**src/rtl/sd_block_read.sv**
```systemverilog
// sd_block_read: SPI-mode single-block (CMD17) reader for SDHC/SDXC cards.
// Issues CMD17 for a 32-bit block address, waits for R1 and the 0xFE data
// token, streams 512 bytes out MSB-first with a per-byte strobe, drops the
// 16-bit CRC and finishes with a rd_done pulse (rd_err set on any failure).
// MISO is sampled on the rising edge; everything else moves on the falling
// edge so MOSI/CS are stable when the card samples them.
module sd_block_read #(
  parameter int RESP_TIMEOUT  = 255,
  parameter int TOKEN_TIMEOUT = 65535
) (
  input  logic        SD_clk,
  input  logic        rst_n,
  input  logic        init_done,
  input  logic        rd_req,
  input  logic [31:0] sec_addr,
  input  logic        SD_dataout,
  output logic        SD_cs,
  output logic        SD_datain,
  output logic        rd_busy,
  output logic [7:0]  rd_data,
  output logic        rd_data_valid,
  output logic        rd_done,
  output logic        rd_err
);

  typedef enum logic [2:0] {
    IDLE,
    SEND_CMD,
    WAIT_R1,
    WAIT_TOKEN,
    RD_DATA,
    RD_CRC,
    ERR,
    FINISH
  } state_t;

  localparam logic [15:0] RESP_LAST  = 16'(RESP_TIMEOUT - 1);
  localparam logic [15:0] TOKEN_LAST = 16'(TOKEN_TIMEOUT - 1);
  localparam logic [7:0]  CMD17      = 8'h51;
  localparam logic [7:0]  START_TOK  = 8'hFE;

  state_t      state;
  logic        din_r;
  logic [47:0] cmd_sr;     // command frame, shifted out MSB-first
  logic [15:0] cnt;        // cmd bits / timeout / CRC / finish cycles
  logic [2:0]  bit_cnt;    // bit position within the current byte
  logic [8:0]  byte_cnt;   // data byte index 0..511
  logic [7:0]  shift_sr;   // R1 capture, token window and data assembly
  logic        r1_active;  // R1 start bit seen, capturing remaining bits
  logic [7:0]  shift_next;

  // Byte window including the bit that arrived on the last rising edge.
  assign shift_next = {shift_sr[6:0], din_r};

  // Sample MISO on the rising edge, where the card guarantees it is stable.
  // NOTE: sequential state is always written with <= so every flop sees the
  // pre-edge value of every other flop, independent of statement order.
  always_ff @(posedge SD_clk or negedge rst_n) begin
    if (!rst_n) begin
      din_r <= 1'b1;  // idle MISO level, so nothing looks like a start bit
    end else begin
      din_r <= SD_dataout;
    end
  end

  // Transfer sequencer: command, R1, token, data, CRC, then CS-high tail.
  always_ff @(negedge SD_clk or negedge rst_n) begin
    if (!rst_n) begin
      state         <= IDLE;
      SD_cs         <= 1'b1;
      SD_datain     <= 1'b1;
      rd_busy       <= 1'b0;
      rd_data       <= 8'h00;
      rd_data_valid <= 1'b0;
      rd_done       <= 1'b0;
      rd_err        <= 1'b0;
      cmd_sr        <= '1;
      cnt           <= '0;
      bit_cnt       <= '0;
      byte_cnt      <= '0;
      shift_sr      <= '1;
      r1_active     <= 1'b0;
    end else begin
      // Strobes default low; the states below raise them for one cycle.
      rd_data_valid <= 1'b0;
      rd_done       <= 1'b0;

      unique case (state)
        IDLE: begin
          SD_cs     <= 1'b1;
          SD_datain <= 1'b1;
          if (rd_req && init_done) begin
            cmd_sr  <= {CMD17, sec_addr, 8'hFF};
            rd_err  <= 1'b0;
            rd_busy <= 1'b1;
            cnt     <= '0;
            state   <= SEND_CMD;
          end
        end

        SEND_CMD: begin
          SD_cs     <= 1'b0;
          SD_datain <= cmd_sr[47];
          cmd_sr    <= {cmd_sr[46:0], 1'b1};
          if (cnt == 16'd47) begin
            cnt       <= '0;
            r1_active <= 1'b0;
            state     <= WAIT_R1;
          end else begin
            cnt <= cnt + 16'd1;
          end
        end

        WAIT_R1: begin
          SD_cs     <= 1'b0;
          SD_datain <= 1'b1;
          if (r1_active) begin
            shift_sr <= shift_next;
            bit_cnt  <= bit_cnt + 3'd1;
            if (bit_cnt == 3'd7) begin
              r1_active <= 1'b0;
              if (shift_next == 8'h00) begin
                // Preload all-ones so R1's zeros cannot alias into 0xFE.
                shift_sr <= '1;
                cnt      <= '0;
                state    <= WAIT_TOKEN;
              end else begin
                state <= ERR;
              end
            end
          end else if (!din_r) begin
            // The start bit is R1 bit 7 and is already a zero.
            r1_active <= 1'b1;
            shift_sr  <= 8'h00;
            bit_cnt   <= 3'd1;
          end else if (cnt == RESP_LAST) begin
            state <= ERR;
          end else begin
            cnt <= cnt + 16'd1;
          end
        end

        WAIT_TOKEN: begin
          SD_cs     <= 1'b0;
          SD_datain <= 1'b1;
          shift_sr  <= shift_next;
          if (shift_next == START_TOK) begin
            bit_cnt  <= '0;
            byte_cnt <= '0;
            state    <= RD_DATA;
          end else if (cnt == TOKEN_LAST) begin
            state <= ERR;
          end else begin
            cnt <= cnt + 16'd1;
          end
        end

        RD_DATA: begin
          SD_cs     <= 1'b0;
          SD_datain <= 1'b1;
          shift_sr  <= shift_next;
          bit_cnt   <= bit_cnt + 3'd1;
          if (bit_cnt == 3'd7) begin
            rd_data       <= shift_next;
            rd_data_valid <= 1'b1;
            byte_cnt      <= byte_cnt + 9'd1;
            if (byte_cnt == 9'd511) begin
              cnt   <= '0;
              state <= RD_CRC;
            end
          end
        end

        RD_CRC: begin
          // CRC16 is clocked through and ignored.
          SD_cs     <= 1'b0;
          SD_datain <= 1'b1;
          if (cnt == 16'd15) begin
            cnt   <= '0;
            state <= FINISH;
          end else begin
            cnt <= cnt + 16'd1;
          end
        end

        ERR: begin
          rd_err    <= 1'b1;
          SD_cs     <= 1'b1;
          SD_datain <= 1'b1;
          cnt       <= '0;
          state     <= FINISH;
        end

        FINISH: begin
          // Eight CS-high cycles release the card before the next command.
          SD_cs     <= 1'b1;
          SD_datain <= 1'b1;
          if (cnt == 16'd8) begin
            rd_done <= 1'b1;
            rd_busy <= 1'b0;
            cnt     <= '0;
            state   <= IDLE;
          end else begin
            cnt <= cnt + 16'd1;
          end
        end

        default: state <= IDLE;
      endcase
    end
  end

endmodule

```
**config.mk**
```make
export PLATFORM = sky130hd
export DESIGN_NAME = sd_block_read
export DESIGN_NICKNAME = d
export VERILOG_FILES = /design/src/rtl/sd_block_read.sv
export SDC_FILE = /design/constraint.sdc
export NUM_CORES = 1
export LEC_CHECK = 0
export BUFFER_PORTS_ARGS = -buffer_cell sky130_fd_sc_hd__buf_2
export CAP_MARGIN = 5
export CORE_MARGIN = 2
export CORE_UTILIZATION = 59
export CTS_CLUSTER_DIAMETER = 50
export CTS_CLUSTER_SIZE = 14
export DETAILED_ROUTE_END_ITERATION = 6
export HOLD_SLACK_MARGIN = 0.02
export PLACE_DENSITY = 0.88
export SYNTH_ARGS = -nofsm -noshare
export SYNTH_HDL_FRONTEND = slang
export SYNTH_SLANG_ARGS = --single-unit
```
**constraint.sdc**
```tcl
create_clock -name SD_clk -period 2.8 [get_ports SD_clk]
set_input_delay 0.14 -clock SD_clk [delete_from_list [all_inputs] [get_ports SD_clk]]
set_output_delay 0.14 -clock SD_clk [all_outputs]
set_load 0.005 [all_outputs]
```
* Word level (Yosys, flattened, before mapping)
Index checks and enable logic that the tools add are counted.
** Word-level totals
- Register bits after elaboration :: 102
- Bits of input ports :: 37
- Logic and storage cells :: 131
** Operators by class
- Add/subtract/negate cells :: 3
- Eq/ne operators :: 31
- Mux-type cells :: 58
- Reductions and logical operators :: 24
** Operators by type and width (count)
- $mux 16 :: 13
- $pmux 16 s8 :: 1
- $pmux 48 s2 :: 1
- $mux 3 :: 16
- $mux 48 :: 1
- $eq 16x4->1 const B :: 2
- $mux 7 :: 4
- $pmux 3 s8 :: 1
- $ne 3x3->1 const B :: 7
- $mux 9 :: 2
- $ne 2x2->1 const B :: 9
- $pmux 9 s2 :: 1
- $add 16x1->16 const B :: 1
- $eq 16x16->1 const B :: 1
- $eq 16x6->1 const B :: 1
- $eq 16x8->1 const B :: 1
- $eq 3x3->1 const B :: 5
- $pmux 7 s2 :: 1
- $reduce_bool 2->1 :: 6
- $mux 1 :: 11
- $pmux 1 s2 :: 5
- $reduce_and 10->1 :: 1
- $reduce_and 2->1 :: 5
- $add 9x1->9 const B :: 1
- 16 further kinds :: 19

* Longest topological paths before layout
Gate-level depths: netlist of the first run.
- Depth after elaboration :: 5
- Gate-level depth with buffers :: 10
- Depth with buffers taken out :: 10

==> results of run 1 <==
-- cell type report --
class	instances	area, um2	area share (%)
clock buffer	9	124	2.08
clock inverter	56	263	4.41
inverter	7	26.3	0.441
multi-input combinational	366	2420	40.5
sequential	94	2410	40.5
tap	102	128	2.14
timing repair buffer	83	591	9.90
-- per-layer routing --
| layer | wire (um) | track usage, % |
|---|---|---|
| met1 | 5130 | 36.4 |
| met4 | 552 | 12.5 |
| met3 | 967 | 7.41 |
| met5 | 0 | 0 |
| met2 | 6690 | 48.4 |
-- layout by cell type (no fill, tap or decap), drive strengths merged, types with 2 or more instances in the layout --
master,n
a21boi,5
a21o,3
a21oi,16
a22o,5
and3,8
and4,2
buf,82
clkbuf,9
clkinv,2
dfrtn,44
dfstp,50
ha,7
inv,61
mux2i,32
nand2,110
nand2b,5
nand3,15
nand4,9
nand4b,2
nor2,24
nor3,3
nor4,4
o211ai,2
o21ai,75
o31ai,9
o41ai,4
or2,2
or3,3
or4,2
xor2,3
-- worst reg2reg max path, stage by stage (launching register included) --
cell and delay (ns):
dfstp_2 0.59, buf_6 0.14, mux2i_4 0.06, a32oi_2 0.29, buf_4 0.21, o211ai_4 0.14
buf_6 0.18, o21ai_4 0.14, o41ai_4 0.09
-- power by group --
group | total, uW | internal (uW) | switching [uW]
clock | 1260 | 453 | 807
sequential | 1380 | 1370 | 6.64
combinational | 151 | 66.3 | 84.4
total | 2790 | 1890 | 898
-- registers in the layout, summed over array words and instances (netlist names) --
name           flops
rd_done            1
r1_active          1
rd_busy            1
shift_sr           7
SD_cs              1
rd_data_valid      1
din_r              1
bit_cnt            3
cmd_sr            40
state              3
cnt               16
rd_data            8
byte_cnt           9
SD_datain          1
rd_err             1
-- metrics by stage --
step	hold slack, ns	utilization [%]	setup TNS [ns]	total power (uW)
after floorplan	-0.00784	-	-5.20	1540
after global placement	0.254	67.2	-7.16	1610
after detailed placement	0.254	67.2	-9.02	1620
after CTS	0.233	75.0	-10.07	2760
after global routing	0.283	77.6	-18.50	2930
final	0.213	77.6	-16.85	2790
-- cells by family (layout without fill, tap and decap cells) --
kind of cell | count (synthesis) | count (layout) | share of synthesized area [%]
AOI/OAI and AO/OA | 130 | 131 | 17.1
xor gates and xnor gates | 3 | 3 | 0.562
adders and majority gates | 7 | 7 | 1.87
buffers and inverters | 33 | 155 | 3.05
DFF | 94 | 94 | 51.6
muxes | 33 | 33 | 7.09
and+or+nand+nor | 191 | 192 | 18.7
-- what timing repair did --
item                       4_1_cts  5_1_grt
hold buffers                     1        0
buffers inserted                 4        9
hold endpoints to repair         1        0
pin swaps                       30       23
setup endpoints to repair       37       37
gates cloned                     2        0
gates resized for setup         45       45
-- path summary, 6_finish.rpt --
kind                                   startpoint                     end  slack, ns  cells after the start
max in group asynchronous                   rst_n         SD_cs$_DFF_NN1_       1.17                      2
max                               din_r$_DFF_PN1_     cnt[11]$_DFFE_NN0P_      -0.64                      8
min in group SD_clk                    SD_dataout         din_r$_DFF_PN1_       0.42                      2
min                                         rst_n         din_r$_DFF_PN1_       0.21                      2
max reg2reg                       din_r$_DFF_PN1_     cnt[11]$_DFFE_NN0P_      -0.64                      8
min reg2reg                rd_data[3]$_DFFE_NN0P_  rd_data[3]$_DFFE_NN0P_       0.43                      2
==> summary.md, run 1 <==
| Metric | Value |
|---|---|
| Cell area after layout | between 5000 and 6000 um2 |
| Antenna violations before repair | 0 |
| Max IR drop VDD | 335 uV |
| Max_cap viols | 0 |
| Syn_area_per_cell | approximately 9.5 um2 |
| FFs w/ async S/R, synth | 100% |
| Drt pass-1 iters | 5 |
| Final setup viols | 38 |
| Inst Count DP | 638 |
| Total CTS buffers | 9 |
| Dpl hpwl | 7260 um |
| #FFs+latches synth | 94 |
| Final Non-Filler Cells | 717 |
| Leading area contributor after synthesis | dfstp_2 |
| Ant diodes | 0 |
| Die height | 93.0 um |
| Wire per inst | 18.6 um |
| CTS root buf | clkbuf_8 |
| Insertion delay to the later sink of the worst-skew pair | approximately 0.46 ns |
| First-pass GRT wire length | 19900 um |
| Post-synth EDFFs | 0 |
| Number of distinct library cells after synthesis | 53 |
| Post-synth top area share | approximately 28% |
| Crit-path max cell delay | 0.59 ns |
| IO Port Bufs | 50 |
| # clock sinks | 94 |
| Ys Warns | 0 |
| Via count | 4483 |
| RSZ-0062 raised after global routing | true |
| Area Growth Syn to Fin | 27.5% |
| Dominant cell by count in the synthesized netlist | nand2_1 |
| Final #Nets | 654 |
| PD cells | 468 nW/um2 |
| Die area | 8650 um2 |
| Initial DRC count | 606 |
| Worst EP required | ~1.6 ns |
| DRT antenna net count | 0 |
| DR vias/cell | 6.25 |
| Fillcell total | around 450 |
| Arr. time, crit path | 2.24 ns |
| Critical-path top delay cell | dfstp_2 |
| Worst-Margin Slew | around 1.3 ns |
| Post-Syn Instances | 491 |
| Status | complete, but fails checks |
| HP Class | input pin to asynchronous set/reset pin |
| Post-synth top cells | nand2_1, o21ai_0, dfstp_2 |
| Residual DRC count | 0 |
| Deepest clock path buffer count | 2 |
| Mapped Area | 4680 um2 |
| Top cells by area, synth | dfstp_2, dfrtn_1, nand2_1, o21ai_0, mux2i_1 |
| Share of layout cells above drive strength 1 | 33.8% |
| Final worst setup slack | -0.640 ns |
| Worst-path clk slew | 0.11 ns |
| Row cnt | 32 |
| Core Area | 7690 um2 |
| Worst-path cell chain | buf_6 -> mux2i_4 -> a32oi_2 -> buf_4 -> o211ai_4 -> buf_6 -> o21ai_4 -> o41ai_4 |
| WS Path Type | flip-flop to flip-flop |
| Slew margin rel. | 15.6% |
| Failing checks | negative setup slack |
| Hold Fails Final Rpt | 0 |
| Final Skew | 0.0952 ns |
| Dominant synthesized flop cell | dfstp_2 |
| Placed Area | just over 5000 um2 |
| I/O pins | 51 |
| Syn nets | 535 |
| Slew Viols, Final | 0 |
| Vias in the first global route | 4238 |
| Worst-path fanout max | 6 |
| Die Wd | 93.0 um |
| CTS HTree Levels | 3 |
| Post-synthesis sequential area ratio | ~52% |
| Crit start category | flip-flop |
| Place WS | -0.534 ns |
| Largest net degree at the start of global routing | 73 |
| Crit. End Element | flip-flop |
| Final GP Congestion | 0.961 |
| Leakage | 0.00277 uW |
| Final wirelength | between 10000 and 15000 um |
| GRT overflow | 0 |
| Total Routing Usage GR | between 20% and 30% |
| Starting density of the core | 60.8% |
| Largest delay share family, worst path | compound AO/OA/AOI/OAI gates |
| Crit path buf inv count | 3 |
| Most frequent CP cell | buf_6 |
| CTS tree | built |
(Power assumes the default switching activity.)
==> run 2: changes to the inputs <==
--- a/config.mk
+++ b/config.mk
@@ -5,7 +5,7 @@
 export SDC_FILE = /design/constraint.sdc
 export NUM_CORES = 1
 export LEC_CHECK = 0
-export BUFFER_PORTS_ARGS = -buffer_cell sky130_fd_sc_hd__buf_2
+export BUFFER_PORTS_ARGS = -buffer_cell sky130_fd_sc_hd__buf_4
 export CAP_MARGIN = 5
 export CORE_MARGIN = 2
 export CORE_UTILIZATION = 59
==> run 2 against run 1 <==
  * The flow still finishes with violations (negative setup slack)
  * Clock skew decreased by 0.010 ns
  * Final cell count grew 0.14%
  * Count of clock-buffer cells in the layout did not move
  * Final area up 1.8%
  * Die area stayed put
  * Routed wire length shrank 6.0%
  * Worst setup slack better by 0.12 ns
  * Global-route usage grew 0.53 points
  * Critical path type unchanged
==> summary.md, run 2 (synthesized netlist as in run 1, its figures left out) <==
| Metric | Value |
|---|---|
| Status | complete, but fails checks |
| Failing checks | negative setup slack |
| Fillcell total | 427 (-4.7%) |
| Placed Area | 5310 um2 (+2.7%) |
| CTS root buf | clkbuf_8 |
| Die area | 8650 um2 (unchanged) |
| Worst-path cell chain | buf_6 -> mux2i_2 -> a32oi_2 -> buf_4 -> o211ai_4 -> buf_6 -> o21ai_4 -> o31ai_4 |
| Util after Layout | 79.0% (+1.4 points) |
| I/O pins | 51 (unchanged) |
| Ant diodes | 0 (unchanged) |
| Total power | 2740 uW (-1.7%) |
| Core Area | 7690 um2 (unchanged) |
| Die Wd | 93.0 um (unchanged) |
| # clock sinks | 94 (unchanged) |
| Total CTS buffers | 9 (unchanged) |
| DR vias/cell | 6.00 (-4.0%) |
| Most frequent CP cell | buf_6 |
| Crit. End Element | flip-flop |
| PD cells | 451 nW/um2 (-3.5%) |
| Cell area after layout | 6070 um2 (+1.8%) |
| Worst-path fanout max | 5 (-1) |
| CTS HTree Levels | 3 (unchanged) |
| First-pass GRT wire length | 20300 um (+1.8%) |
| Insertion delay to the later sink of the worst-skew pair | 0.43 ns (-0.03 ns) |
| Total Routing Usage GR | 29.7% (+0.53 points) |
| Max IR drop VDD | 229 uV (-32%) |
| Antenna violations before repair | 0 (unchanged) |
| Place WS | -0.520 ns (+0.0139 ns) |
| Critical-path top delay cell | dfstp_2 |
| Slew margin rel. | 49.1% (+34 points) |
| Final setup viols | 37 (-2.6%) |
| Vias in the first global route | 4306 (+1.6%) |
| WS Path Type | flip-flop to flip-flop |
| Arr. time, crit path | 2.10 ns (-0.14 ns) |
| Area Growth Syn to Fin | 29.8% |
| Crit start category | flip-flop |
| Initial DRC count | 505 (-17%) |
| Wire per inst | 17.5 um (-6.1%) |
| Worst-Margin Slew | 0.756 ns (-0.497 ns) |
| Worst EP required | 1.58 ns (-0.02 ns) |
| DRT antenna net count | 0 (unchanged) |
| Starting density of the core | 60.8% (unchanged) |
| IO Port Bufs | 50 (unchanged) |
| Final #Nets | 655 (+0.15%) |
| Drt pass-1 iters | 5 (unchanged) |
| Largest regs | cmd_sr: 40 flops, cnt: 16 flops, byte_cnt: 9 flops |
| Residual DRC count | 0 (unchanged) |
| Final GP Congestion | 0.951 (-1.1%) |
| GRT overflow | 0 (unchanged) |
| Largest register FFs | 40 (unchanged) |
| Dpl hpwl | 7410 um (+2.0%) |
| Slew Viols, Final | 0 (unchanged) |
| RSZ-0062 raised after global routing | true |
| Max_cap viols | 0 (unchanged) |
| Final worst setup slack | -0.518 ns (+0.122 ns) |
| CTS tree | built |
| Leakage | 0.00275 uW (-0.56%) |
| Crit-path max cell delay | 0.58 ns (about the same) |
| Final wirelength | 12500 um (-6.0%) |
| Share of layout cells above drive strength 1 | 32.6% (-1.2 points) |
| Largest net degree at the start of global routing | 72 (-1.4%) |
| Hold Fails Final Rpt | 0 (unchanged) |
| Deepest clock path buffer count | 2 (unchanged) |
| Worst-path clk slew | 0.11 ns (about the same) |
| Most common cell after layout, fill and taps aside | nand2_1 |
| Biggest register | cmd_sr |
| HP Class | input pin to asynchronous set/reset pin |
| Row cnt | 32 (unchanged) |
| Commonest non-fill, non-tap cells in the layout | nand2_1, buf_4, inv_1, dfstp_2, dfrtn_1 |
| Via count | 4309 (-3.9%) |
| Die height | 93.0 um (unchanged) |
| Final Skew | 0.0851 ns (-0.0100 ns) |
[run 2: cell count changes in the layout (fill, tap and decap cells not counted), sizes merged]
cell    before  now
buf         82   83
inv         61   60
clkinv       2    3
[run 2: worst max-delay path: cells and delay by family, from the launching register on]
| family | cells | cell delay (ns) |
|---|---|---|
| AO/OA/AOI/OAI | 4 | 0.60 |
| buffers and inverters | 3 | 0.47 |
| multiplexers | 1 | 0.07 |
| flip-flops | 1 | 0.58 |
[run 2: path summary, 6_finish.rpt]
path	startpoint	end	slack [ns]	cells after the start
min in group SD_clk	byte_cnt[5]$_DFFE_NN0P_	byte_cnt[5]$_DFFE_NN0P_	0.41	1
min reg2reg	byte_cnt[5]$_DFFE_NN0P_	byte_cnt[5]$_DFFE_NN0P_	0.41	1
min	rst_n	din_r$_DFF_PN1_	0.28	2
max in group asynchronous	rst_n	cnt[13]$_DFFE_NN0P_	1.17	2
max reg2reg	din_r$_DFF_PN1_	cnt[4]$_DFFE_NN0P_	-0.52	8
max	din_r$_DFF_PN1_	cnt[4]$_DFFE_NN0P_	-0.52	8
[run 2: what timing repair did]
item | 4_1_cts | 5_1_grt
resized for setup | 42 | 37
pin swaps | 26 | 17
hold endpoints to repair | 1 | 0
gates cloned | 2 | 0
buffers inserted | 9 | 3
hold buffers | 1 | 0
setup endpoints to repair | 37 | 37
[run 2: cell type report]
type                            instances  area, um2  share of cell area, %
Inverter                                7       26.3                  0.433
Multi-Input combinational cell        366       2390                   39.4
Tap cell                              102        128                   2.10
Clock buffer                            9        124                   2.04
Clock inverter                         56        255                   4.20
Sequential cell                        94       2410                   39.8
Timing Repair Buffer                   84        731                   12.0
[run 2: per-stage QoR]
step                      instances  TNS (ns)  hold WS, ns
after floorplan                 491     -5.20     -0.00784
after global placement          640     -7.17        0.254
after detailed placement        640     -8.53        0.250
after CTS                       716     -8.35        0.295
after global routing            718    -14.23        0.360
final                           718    -11.62        0.275
[run 2: report_power, final]
group	switching [uW]	leakage (uW)	internal, uW
Clock	760	0.000362	441
Sequential	6.02	0.00112	1370
Combinational	82.3	0.00127	80.1
Total	848	0.00275	1890
[run 2: routing by layer]
metal | share of wire, % | track usage [%]
met4 | 2.8 | 11.5
met3 | 7.1 | 5.56
met2 | 51 | 50.0
met1 | 39 | 38.2
met5 | 0 | 0
==> run 3: changes to the inputs <==
--- a/config.mk
+++ b/config.mk
@@ -7,13 +7,16 @@
 export LEC_CHECK = 0
 export BUFFER_PORTS_ARGS = -buffer_cell sky130_fd_sc_hd__buf_4
 export CAP_MARGIN = 5
+export CELL_PAD_IN_SITES_DETAIL_PLACEMENT = 0
+export CELL_PAD_IN_SITES_GLOBAL_PLACEMENT = 1
 export CORE_MARGIN = 2
-export CORE_UTILIZATION = 59
+export CORE_UTILIZATION = 45
 export CTS_CLUSTER_DIAMETER = 50
 export CTS_CLUSTER_SIZE = 14
 export DETAILED_ROUTE_END_ITERATION = 6
 export HOLD_SLACK_MARGIN = 0.02
-export PLACE_DENSITY = 0.88
+export PLACE_DENSITY = 0.87
+export SETUP_SLACK_MARGIN = 0.2
 export SYNTH_ARGS = -nofsm -noshare
 export SYNTH_HDL_FRONTEND = slang
 export SYNTH_SLANG_ARGS = --single-unit
==> run 3 against run 2 <==
  * The flow still finishes with violations (negative setup slack)
  * Final cell count grew 4.7%
  * Via count shrank 4.9%
  * Routed wire length shrank 11%
  * Core utilization is 19 points lower
  * Clock power is essentially flat
  * Register-to-register slack better by 0.08 ns
  * Sequential cell count unchanged
  * Sequential power hardly changed
  * Sequential share of layout area grew 0.090 points
  * Final area is 0.23% lower
  * Critical endpoint is now cnt[10]$_DFFE_NN0P_
  * Largest power group unchanged
==> summary.md, run 3 (synthesized netlist as in run 1, its figures left out) <==
| Metric | Value |
|---|---|
| Commonest non-fill, non-tap cells in the layout | nand2_1, buf_4, inv_1, dfstp_2, dfrtn_1 |
| Share of layout cells above drive strength 1 | 31.8% (-0.81 points) |
| Status | complete, but fails checks |
| DRT antenna net count | 0 (unchanged) |
| Largest delay share family, worst path | simple AND/OR/NAND/NOR gates |
| Final Non-Filler Cells | 752 (+4.7%) |
| WS Path Type | flip-flop to flip-flop |
| Final GP Congestion | 0.849 (-11%) |
| DR vias/cell | 5.45 (-9.2%) |
| Die height | 106 um (+14%) |
| Worst EP required | 1.60 ns (+0.02 ns) |
| Largest register FFs | 40 (unchanged) |
| Die Wd | 106 um (+14%) |
| IO Port Bufs | 50 (unchanged) |
| Via count | 4099 (-4.9%) |
| Initial DRC count | 245 (-51%) |
| Core Area | 10200 um2 (+32%) |
| Worst-Margin Slew | 0.706 ns (-0.0498 ns) |
| M1 WL | 4960 um (+0.57%) |
| PD cells | 455 nW/um2 (+0.89%) |
| Final worst setup slack | -0.434 ns (+0.0846 ns) |
| Cell area after layout | 6060 um2 (-0.23%) |
| Crit-path max cell delay | 0.43 ns (-0.15 ns) |
| Die area | 11200 um2 (+30%) |
| Met2 WL post-DR | 5650 um (-11%) |
| Total power | 2760 uW (+0.67%) |
| Area Growth Syn to Fin | 29.5% |
| Worst-path clk slew | 0.10 ns (about the same) |
| Vias in the first global route | 4035 (-6.3%) |
| Worst-path cell chain | or4_4 -> nor2_4 -> a211o_4 -> o211ai_4 -> buf_6 -> o21ai_2 -> o31ai_1 |
| Starting density of the core | 45.9% (-15 points) |
| Failing checks | negative setup slack |
| Hold Fails Final Rpt | 0 (unchanged) |
| Crit. End Element | flip-flop |
| Drt pass-1 iters | 5 (unchanged) |
| CTS tree | built |
| CTS root buf | clkbuf_8 |
| Deepest clock path buffer count | 2 (unchanged) |
| Slew margin rel. | 52.4% (+3.4 points) |
| Total CTS buffers | 9 (unchanged) |
| Hold Slack | 0.424 ns (+0.148 ns) |
| Residual DRC count | 0 (unchanged) |
| Ant diodes | 0 (unchanged) |
| Placed Area | 5350 um2 (+0.87%) |
| TNS Setup | -11.03 ns (+0.593 ns) |
| Top Metal Used | met4 |
| Dpl hpwl | 7130 um (-3.7%) |
| Final Skew | 0.0759 ns (-0.00923 ns) |
| Largest regs | cmd_sr: 40 flops, cnt: 16 flops, byte_cnt: 9 flops |
| Insertion delay to the later sink of the worst-skew pair | 0.43 ns (about the same) |
| Max_cap viols | 0 (unchanged) |
| Critical-path top delay cell | or4_4 |
| Final #Nets | 655 (unchanged) |
| GRT overflow | 0 (unchanged) |
| Worst-path fanout max | 8 (+3) |
| Metal3 WL | 491 um (-45%) |
| Biggest register | cmd_sr |
| Crit path buf inv count | 1 (-2) |
| RSZ-0062 raised after global routing | true |
| Final setup viols | 37 (unchanged) |
| Arr. time, crit path | 2.03 ns (-0.07 ns) |
| Wire per inst | 14.9 um (-15%) |
| I/O pins | 51 (unchanged) |
| HP Class | flip-flop to flip-flop |
| Leakage | 0.00277 uW (+0.74%) |
| Row cnt | 37 (+16%) |
| Crit start category | flip-flop |
| Largest net degree at the start of global routing | 72 (unchanged) |
| Most common cell after layout, fill and taps aside | nand2_1 |
| First-pass GRT wire length | 18700 um (-7.6%) |
| Inst Count DP | 672 (+5.0%) |
| Total Routing Usage GR | 20.6% (-9.1 points) |
| Max IR drop VDD | 214 uV (-6.5%) |
| Final wirelength | 11200 um (-11%) |
| # clock sinks | 94 (unchanged) |
| Antenna violations before repair | 0 (unchanged) |
| Slew Viols, Final | 0 (unchanged) |
| CTS HTree Levels | 3 (unchanged) |
[run 3: cell types whose count changed in the layout (fill, tap and decap cells not counted), sizes merged]
cell / before / now
clkbuf: 9 / 10
dlygate4sd3: 1 / 2
inv: 60 / 59
o211ai: 2 / 1
[run 3: final cells by class]
class | count | area, um2
fill | 855 | 4130
sequential | 94 | 2410
multi-input combinational | 365 | 2320
timing repair buffer | 85 | 734
clock inverter | 55 | 245
tap | 136 | 170
clock buffer | 10 | 149
inverter | 7 | 26.3
[run 3: timing repair]
item | in CTS | in global routing
pin swaps | 21 | 21
cloned | 1 | 0
endpoints found under the hold margin | 2 | 0
hold buffers | 2 | 0
resized for setup | 31 | 30
buffers inserted | 10 | 3
endpoints found under the setup margin | 37 | 40
[run 3: power by group]
group / switching [uW] / leakage (uW) / internal [uW]
clock: 732 / 0.000370 / 493
sequential: 5.59 / 0.00112 / 1370
combinational: 77.5 / 0.00128 / 78.5
total: 815 / 0.00277 / 1940
[run 3: final timing paths]
check | from | endpoint | slack, ns | cells past startpoint
setup reg to reg | din_r$_DFF_PN1_ | cnt[10]$_DFFE_NN0P_ | -0.43 | 7
setup / recovery | din_r$_DFF_PN1_ | cnt[10]$_DFFE_NN0P_ | -0.43 | 7
min in group asynchronous | rst_n | din_r$_DFF_PN1_ | 0.44 | 2
hold reg to reg | byte_cnt[5]$_DFFE_NN0P_ | byte_cnt[5]$_DFFE_NN0P_ | 0.42 | 1
hold / removal | byte_cnt[5]$_DFFE_NN0P_ | byte_cnt[5]$_DFFE_NN0P_ | 0.42 | 1
max in group asynchronous | rst_n | cmd_sr[25]$_DFFE_NN1P_ | 0.68 | 3
[run 3: layer usage]
layer	vias to the layer above	GRT usage [%]
met4	0	6.77
met1	2004	27.5
met3	16	4.48
met2	98	33.5
li1	1981	-
met5	-	0
[run 3: per-stage QoR]
stage / util, % / setup slack (ns)
3_5_place_dp: 52.5 / -0.461
3_3_place_gp: 52.5 / -0.391
6_report: 59.5 / -0.434
4_1_cts: 58.3 / -0.443
2_1_floorplan: - / -0.328
5_1_grt: 59.5 / -0.495
